[src/rtl/wbuf_pkg.sv]
// Shared constants, state type and block layout for the WBUF write path.
package wbuf_pkg;

  localparam int unsigned N_BANK     = 6;
  localparam int unsigned DEPTH      = 11;
  localparam int unsigned DATA_W     = 256;
  localparam int unsigned IN_W       = 64;
  localparam int unsigned BEATS      = DATA_W / IN_W;
  localparam int unsigned BEAT_W     = $clog2(BEATS);
  localparam int unsigned ADDR_W     = $clog2(DEPTH);
  localparam int unsigned BANK_W     = $clog2(N_BANK);
  localparam int unsigned MAX_BLOCKS = N_BANK * DEPTH;
  localparam int unsigned CNT_W      = $clog2(MAX_BLOCKS + 1);

  typedef enum logic {
    IDLE = 1'b0,
    LOAD = 1'b1
  } state_e;

  // Layout contract with the read-side controller: block k lives in
  // bank (k mod N_BANK) at address (k div N_BANK), i.e. blocks are striped
  // across banks first and only then advance in address.
  function automatic logic [BANK_W-1:0] blk_bank(input logic [CNT_W-1:0] k);
    return BANK_W'(k % CNT_W'(N_BANK));
  endfunction

  function automatic logic [ADDR_W-1:0] blk_addr(input logic [CNT_W-1:0] k);
    return ADDR_W'(k / CNT_W'(N_BANK));
  endfunction

endpackage

[src/rtl/wbuf_block_packer.sv]
// Collects BEATS input beats into one DATA_W block, beat 0 in the LSBs.
module wbuf_block_packer
  import wbuf_pkg::*;
(
  input  logic              clk,
  input  logic              rst_n,
  input  logic              clr_i,
  input  logic              beat_valid_i,
  input  logic [IN_W-1:0]   beat_data_i,
  output logic              blk_valid_c,
  output logic [DATA_W-1:0] blk_data_c
);

  logic [BEAT_W-1:0]        beat_cnt_q;
  logic [DATA_W-IN_W-1:0]   pack_q;

  // The last beat is not stored; it is merged straight into the block so the
  // block is available in the same cycle as its final handshake.
  assign blk_valid_c = beat_valid_i && (beat_cnt_q == BEAT_W'(BEATS - 1));
  assign blk_data_c  = {beat_data_i, pack_q};

  // Beat counter and insert register; contents hold across input gaps.
  always_ff @(posedge clk or negedge rst_n) begin
    if (!rst_n) begin
      beat_cnt_q <= '0;
      pack_q     <= '0;
    end else if (clr_i) begin
      beat_cnt_q <= '0;
    end else if (beat_valid_i) begin
      beat_cnt_q <= beat_cnt_q + BEAT_W'(1);
      for (int unsigned i = 0; i < BEATS - 1; i++) begin
        if (beat_cnt_q == BEAT_W'(i)) pack_q[i*IN_W +: IN_W] <= beat_data_i;
      end
    end
  end

endmodule

[src/rtl/wbuf_loader.sv]
// Streams 64-bit weight beats into 4x4 blocks and writes them across the WBUF banks.
module wbuf_loader
  import wbuf_pkg::*;
(
  input  logic              clk,
  input  logic              rst_n,
  input  logic              start,
  input  logic [CNT_W-1:0]  num_blocks,
  input  logic              s_valid,
  input  logic [IN_W-1:0]   s_data,
  output logic              s_ready,
  output logic              wr_en,
  output logic [BANK_W-1:0] wr_bank,
  output logic [ADDR_W-1:0] wr_addr,
  output logic [DATA_W-1:0] wr_data,
  output logic              busy,
  output logic              done,
  output logic              err
);

  state_e              state_q;
  logic [CNT_W-1:0]    num_q;
  logic [CNT_W-1:0]    block_cnt_q;
  logic [BANK_W-1:0]   bank_cnt_q;
  logic [ADDR_W-1:0]   addr_cnt_q;
  logic                s_ready_q;
  logic                busy_q;
  logic                done_q;
  logic                err_q;
  logic                wr_en_q;
  logic [BANK_W-1:0]   wr_bank_q;
  logic [ADDR_W-1:0]   wr_addr_q;
  logic [DATA_W-1:0]   wr_data_q;
  logic                blk_valid_c;
  logic [DATA_W-1:0]   blk_data_c;
  logic                legal_c;

  assign legal_c = (num_blocks != '0) && (num_blocks <= CNT_W'(MAX_BLOCKS));

  // Packer is held empty outside LOAD so a new load always starts at beat 0.
  wbuf_block_packer u_packer (
    .clk          (clk),
    .rst_n        (rst_n),
    .clr_i        (state_q == IDLE),
    .beat_valid_i (s_valid && s_ready_q),
    .beat_data_i  (s_data),
    .blk_valid_c  (blk_valid_c),
    .blk_data_c   (blk_data_c)
  );

  // Load FSM, bank/address/block counters and registered write port.
  always_ff @(posedge clk or negedge rst_n) begin
    if (!rst_n) begin
      state_q     <= IDLE;
      num_q       <= '0;
      block_cnt_q <= '0;
      bank_cnt_q  <= '0;
      addr_cnt_q  <= '0;
      s_ready_q   <= 1'b0;
      busy_q      <= 1'b0;
      done_q      <= 1'b0;
      err_q       <= 1'b0;
      wr_en_q     <= 1'b0;
      wr_bank_q   <= '0;
      wr_addr_q   <= '0;
      wr_data_q   <= '0;
    end else begin
      wr_en_q <= 1'b0;
      done_q  <= 1'b0;
      err_q   <= 1'b0;
      unique case (state_q)
        IDLE: begin
          if (start) begin
            if (legal_c) begin
              num_q       <= num_blocks;
              block_cnt_q <= '0;
              bank_cnt_q  <= '0;
              addr_cnt_q  <= '0;
              s_ready_q   <= 1'b1;
              busy_q      <= 1'b1;
              state_q     <= LOAD;
            end else begin
              err_q <= 1'b1;
            end
          end
        end
        LOAD: begin
          if (blk_valid_c) begin
            wr_en_q     <= 1'b1;
            wr_data_q   <= blk_data_c;
            wr_bank_q   <= bank_cnt_q;
            wr_addr_q   <= addr_cnt_q;
            block_cnt_q <= block_cnt_q + CNT_W'(1);
            if (bank_cnt_q == BANK_W'(N_BANK - 1)) begin
              bank_cnt_q <= '0;
              addr_cnt_q <= addr_cnt_q + ADDR_W'(1);
            end else begin
              bank_cnt_q <= bank_cnt_q + BANK_W'(1);
            end
            if (block_cnt_q == num_q - CNT_W'(1)) begin
              s_ready_q <= 1'b0;
              busy_q    <= 1'b0;
              done_q    <= 1'b1;
              state_q   <= IDLE;
            end
          end
        end
        default: state_q <= IDLE;
      endcase
    end
  end

  assign s_ready = s_ready_q;
  assign busy    = busy_q;
  assign done    = done_q;
  assign err     = err_q;
  assign wr_en   = wr_en_q;
  assign wr_bank = wr_bank_q;
  assign wr_addr = wr_addr_q;
  assign wr_data = wr_data_q;

endmodule
[config.mk]
export PLATFORM = sky130hd
export DESIGN_NAME = wbuf_loader
export DESIGN_NICKNAME = d
export VERILOG_FILES = /design/src/rtl/wbuf_pkg.sv /design/src/rtl/wbuf_block_packer.sv /design/src/rtl/wbuf_loader.sv
export SDC_FILE = /design/constraint.sdc
export NUM_CORES = 1
export LEC_CHECK = 0
export ABC_AREA = 1
export CORE_MARGIN = 5
export CORE_UTILIZATION = 30
export CTS_CLUSTER_SIZE = 14
export DETAILED_ROUTE_END_ITERATION = 6
export DONT_BUFFER_PORTS = 1
export PLACE_DENSITY = 0.43
export REMOVE_ABC_BUFFERS = 1
export SLEW_MARGIN = 40
export SYNTH_ARGS = -nofsm -noshare
export SYNTH_HDL_FRONTEND = slang
export SYNTH_SLANG_ARGS = --single-unit
[constraint.sdc]
create_clock -name clk -period 2.75 [get_ports clk]
set_clock_uncertainty 0.2 [all_clocks]
set_input_delay 0.275 -clock clk [delete_from_list [all_inputs] [get_ports clk]]
set_output_delay 0.275 -clock clk [all_outputs]
set_load 0.02 [all_outputs]
## Word-level counts from Yosys, hierarchy flattened

Cells that the tools add are included.

| word-level totals | value |
|---|---|
| word-level logic and storage cells | 81 |
| bits of input ports | 75 |
| register bits | 483 |
| output and inout bits | 268 |

| operators by class | value |
|---|---|
| bitwise gates (word level) | 1 |
| add/subtract/negate cells | 5 |
| reduce and logical (&&, ||, !) cells | 13 |
| muxes and demuxes | 34 |
| equality and inequality tests | 11 |
| order comparisons | 1 |

Operators by type and width:

| operator | number |
|---|---|
| 2-to-1 mux 7 bit | 3 |
| 2-to-1 mux 1 bit | 16 |
| 2-to-1 mux 4 bit | 4 |
| AND reduction 3 bit | 5 |
| one-hot mux 7 bit (2 select lines) | 1 |
| 2-to-1 mux 3 bit | 4 |
| inequality test 2 x 1 -> 1 bit, second input constant | 4 |
| one-hot mux 4 bit (2 select lines) | 1 |
| AND reduction 4 bit | 2 |
| adder 7 x 1 -> 7 bit, second input constant | 1 |
| equality test 7 bit | 1 |
| <= comparator 7 bit, second input constant | 1 |
| nonzero test 7 bit | 1 |
| subtractor 7 x 1 -> 7 bit, second input constant | 1 |
| one-hot mux 3 bit (2 select lines) | 1 |
| adder 4 x 1 -> 4 bit, second input constant | 1 |
| equality test 2 bit, second input constant | 2 |
| 2-to-1 mux 2 bit | 2 |
| inequality test 2 bit, second input constant | 2 |
| one-hot mux 1 bit (2 select lines) | 2 |
| adder 3 x 1 -> 3 bit, second input constant | 1 |
| equality test 3 bit, second input constant | 1 |
| logical AND 1 bit | 3 |
| adder 2 x 1 -> 2 bit, second input constant | 1 |
| 4 further kinds | 4 |

## Longest topological paths before layout

| depth | value |
|---|---|
| depth after elaboration | 5 |
| depth in mapped cells | 12 |
| mapped depth without buffers | 12 |

## Cells and area by module

A second synthesis with hierarchy kept.

| unflattened totals | value |
|---|---|
| cell total of the unflattened synthesis | 2255 |
| area, all modules | 20070.5 sq um |

Modules (own cells, without submodules):

| module | seq. area each (sq um) | area an instance (sq um) | times used | cells each |
|---|---|---|---|---|
| wbuf_loader | 7231.9 | 11449.7 | 1 | 1320 |
| wbuf_block_packer | 4854.7 | 8620.8 | 1 | 935 |

## Worst setup path before layout

OpenSTA, ideal clock, no wires.

| timing path | value |
|---|---|
| path kind | register to register |
| start point | register, netlist name busy |
| end point | register num_q[3] |
| library setup time | 0.117 ns |
| cell stages (with the launch flop) | 11 |
| clock period less this slack | 1.745 ns |
| required time | 2.433 ns |
| arrival | 1.428 ns |
| path buffers | 1 |
| slack | 1.005 ns |
| cells stage by stage | dfrtp_1 nand2_2 nor2_2 nand2_2 o21ai_2 inv_2 a21oi_4 nand2_4 buf_6 nand2_2 o21ai_2 |

RTL lines:

| what | RTL line | source |
|---|---|---|
| end signal, assigned | wbuf_loader.sv:75 | `num_q <= num_blocks;` |
| end, declared | wbuf_loader.sv:22 | `logic [CNT_W-1:0] num_q;` |

## Final worst setup path

| timing path | value |
|---|---|
| start point | register state_q |
| end point | register num_q[6] |

| between the ends | value |
|---|---|
| word-level cells in the longest chain between the ends | 2 |

RTL lines:

| what | RTL line | source |
|---|---|---|
| start, declared | wbuf_loader.sv:21 | `state_e state_q;` |
| start signal, assigned | wbuf_loader.sv:54 | `state_q <= IDLE;` |
| start signal, assigned | wbuf_loader.sv:81 | `state_q <= LOAD;` |
| start signal, assigned | wbuf_loader.sv:104 | `state_q <= IDLE;` |
| NOT 1 bit (no line) | n/a |  |
| AND reduction 3 bit (no line) | n/a |  |

No other way between the ends.
A chain may end at the register's enable or synchronous reset.

==> flow_summary_export.csv <==
group,metric,value,unit
outcome,status,"complete, but fails checks",
outcome,violations,"hold timing, slew limit",
clock_tree,cts_setup_buffers,0,
worst_setup_path,cp.required,3.07,ns
worst_setup_path,cp-start-kind,"flip-flop",
timing,holdWs,-0.8053,ns
timing,slew_headroom,-0.5307,
clock_tree,ctsResizeCount,0,
timing,min_period,2.474,ns
global_routing,grt_max_degree,484,
worst_setup_path,critPathKind,"reg -> reg",
worst_setup_path,worstPathArrival,2.80,ns
clock_tree,cts_root_buf,"clkbuf_16",
timing,max_clock_freq,404.1,MHz
logic_synthesis,yosysWarningCount,0,
logic_synthesis,ys_seq_area_frac,0.6528,
power,finalPower,26.01,mW
clock_tree,clk_pin_slew_worst_paths,0.06,ns
final_layout,fin_nets,2080,
clock_tree,clockBufferDepth,3,
power,power.internal,16.32,mW
placed_design,gp_congestion,0.7388,
die,dieHeight,258.4,um
route,vias,12569,
final_layout,drive_gt1_frac,0.05599,
timing,worstMarginPinSlew,2.296,ns
route,first_pass_iters,5,
placed_design,io_buffers,0,
final_layout,area_growth_syn_to_layout,17.48,%
power,p_clk_frac,0.280,
final_layout,final_cells,2827,
power,power_density,1196,mW/mm^2
global_routing,antenna_found_initial,1,
global_routing,grt_pass1_vias,12600,
clock_tree,cts_tree,"yes",
clock_tree,h-tree-depth,2,
job,max_cap_viol_count,0,
power,p_leak,10.49,nW
clock_tree,postCtsHoldBufs,75,
worst_setup_path,critical_path_peak_fanout,15,
logic_synthesis,synthTopCellsByArea,"dfrtp_1 (65%), nand2_1 (14%), o21ai_0 (10%)",
placed_design,place_hpwl,29.30,mm
placed_design,dp_cells,2658,
route,ant_nets,0,
die,die_width,258.4,um
die,row_count,91,
logic_synthesis,synth_top_area_share,0.6528,
die,pin_count,343,
logic_synthesis,yosysTopAreaCell,"dfrtp_1",
logic_synthesis,synth_cells,1956,
route,avgViaCountPerCell,4.446,
die,start_util,0.3017,
power,vdd_ir_drop_max,0.5613,mV
logic_synthesis,synth_area_per_cell,9.465,um^2
timing,setup_viol,0,
final_layout,final_cell_mix,"nand2_1 (669), dfrtp_1 (483), o21ai_0 (384)",
die,core_area,0.06137,mm^2
global_routing,gr-total-overflow,0,
clock_tree,clock_latency,0.59,ns
global_routing,grt_pass1_wl,75.06,mm
logic_synthesis,synth_area,0.01851,mm^2
timing,hold_violations,483,
clock_tree,clock-sinks,483,
route,wirelength,47.18,mm
logic_synthesis,synth-seq-cells,483,
clock_tree,cts_buffers,53,
timing,slew_violations,228,
min_path,hp-class,"in -> async",
final_layout,final_common_cell,"nand2_1",
logic_synthesis,yosysUniqueCellTypes,24,
route,drc_errors,0,
timing,finalCritPeriodShare,0.8998,
die,die_area,0.06678,mm^2
power,switchingPower,9.688,mW
route,avgRoutedWirePerCell,16.69,um
power,seqPwrFrac,0.539,
final_layout,utilization,0.3544,
worst_setup_path,crit_path_end_kind,"flip-flop",
power,swShare,0.3725,
global_routing,grt_usage,0.1391,
timing,grt_setup_unrepaired,"false",
power,p_comb_frac,0.180,
route,drtIter0Drc,969,
-- power groups by stage --
stage	clock, mW	combinational [mW]	sequential [mW]
2_1_floorplan	0	3.60	13.4
3_3_place_gp	0	4.42	14.2
3_5_place_dp	0	4.61	14.2
4_1_cts	7.57	4.81	14.2
5_1_grt	7.86	5.65	14.4
6_report	7.30	4.69	14.0
-- metal layers --
| metal | track usage | part of all wire |
|---|---|---|
| met1 | 0.1786 | 0.43 |
| met2 | 0.2343 | 0.48 |
| met4 | 0.03261 | 0.018 |
| met5 | 0 | 0 |
| met3 | 0.04034 | 0.064 |
-- registers in the layout (all words and copies together), names as in the netlist, 2 cells and up --
| register | count |
|---|---|
| num_q | 7 |
| wr_data | 256 |
| addr_cnt_q | 4 |
| block_cnt_q | 7 |
| u_packer.beat_cnt_q | 2 |
| wr_addr | 4 |
| bank_cnt_q | 3 |
| u_packer.pack_q | 192 |
| wr_bank | 3 |
-- per-stage QoR --
| stage | setup slack [ns] | area [um^2] | setup TNS, ns |
|---|---|---|---|
| after floorplan | -3.791 | 17940 | -1126.96 |
| after global placement | 0.6134 | 19200 | 0 |
| after detailed placement | 0.5610 | 19200 | 0 |
| after CTS | 0.2793 | 21750 | 0 |
| after global routing | 0.05537 | 21750 | 0 |
| final | 0.2756 | 21750 | 0 |
-- logic make-up (layout without fill, tap and decap cells) --
group           count (synthesis)  count (layout)  synth area share
buf+inv                       328             408           0.07637
other cells                     0               1                 0
simple gates                  723             723            0.1497
flops                         483             483            0.6528
xor+xnor                       10              10          0.004731
fa+ha+maj                       7               7          0.004730
compound gates                405             405            0.1116
-- Yosys cell counts, drive strengths merged --
master,n
a21oi,1
buf,84
clkbuf,21
dfrtp,483
ha,7
inv,223
nand2,674
nand3,20
nand4,3
nor2,24
nor3,2
o21a,1
o21ai,400
o31ai,3
xnor2,2
xor2,8
-- path summary, 6_finish.rpt --
check | startpoint | to | slack (ns) | depth (start not counted)
setup / recovery | state_q | num_q[6] | 0.28 | 5
hold / removal | rst_n | u_packer.pack_q[101] | -0.81 | 0
setup reg to reg | state_q | num_q[6] | 0.28 | 5
hold reg to reg | num_q[6] | num_q[6] | 0.31 | 2
max in group asynchronous | rst_n | u_packer.pack_q[120] | 1.34 | 0
min in group clk | num_blocks[1] | block_cnt_q[6] | 0.11 | 7
-- area by class of cell --
cell class / instances / area, um^2
fillers: 6210 / 39620
flip-flops and latches: 483 / 12090
multi-input cells: 1145 / 5050
clock buffers: 79 / 1544
repair buffers: 92 / 991.0
well taps: 790 / 988.4
inverters: 223 / 838.3
clock inverters: 14 / 249.0
diodes: 1 / 2.502
-- critical path: stages, from the launching register on --
cell and delay [ns]:
dfrtp_1 0.70, inv_1 0.31, a21oi_4 0.44, nand3_1 0.12, dlygate4sd3_1 0.58, nand2_1 0.06
Power figures use the tool's default switching activity.
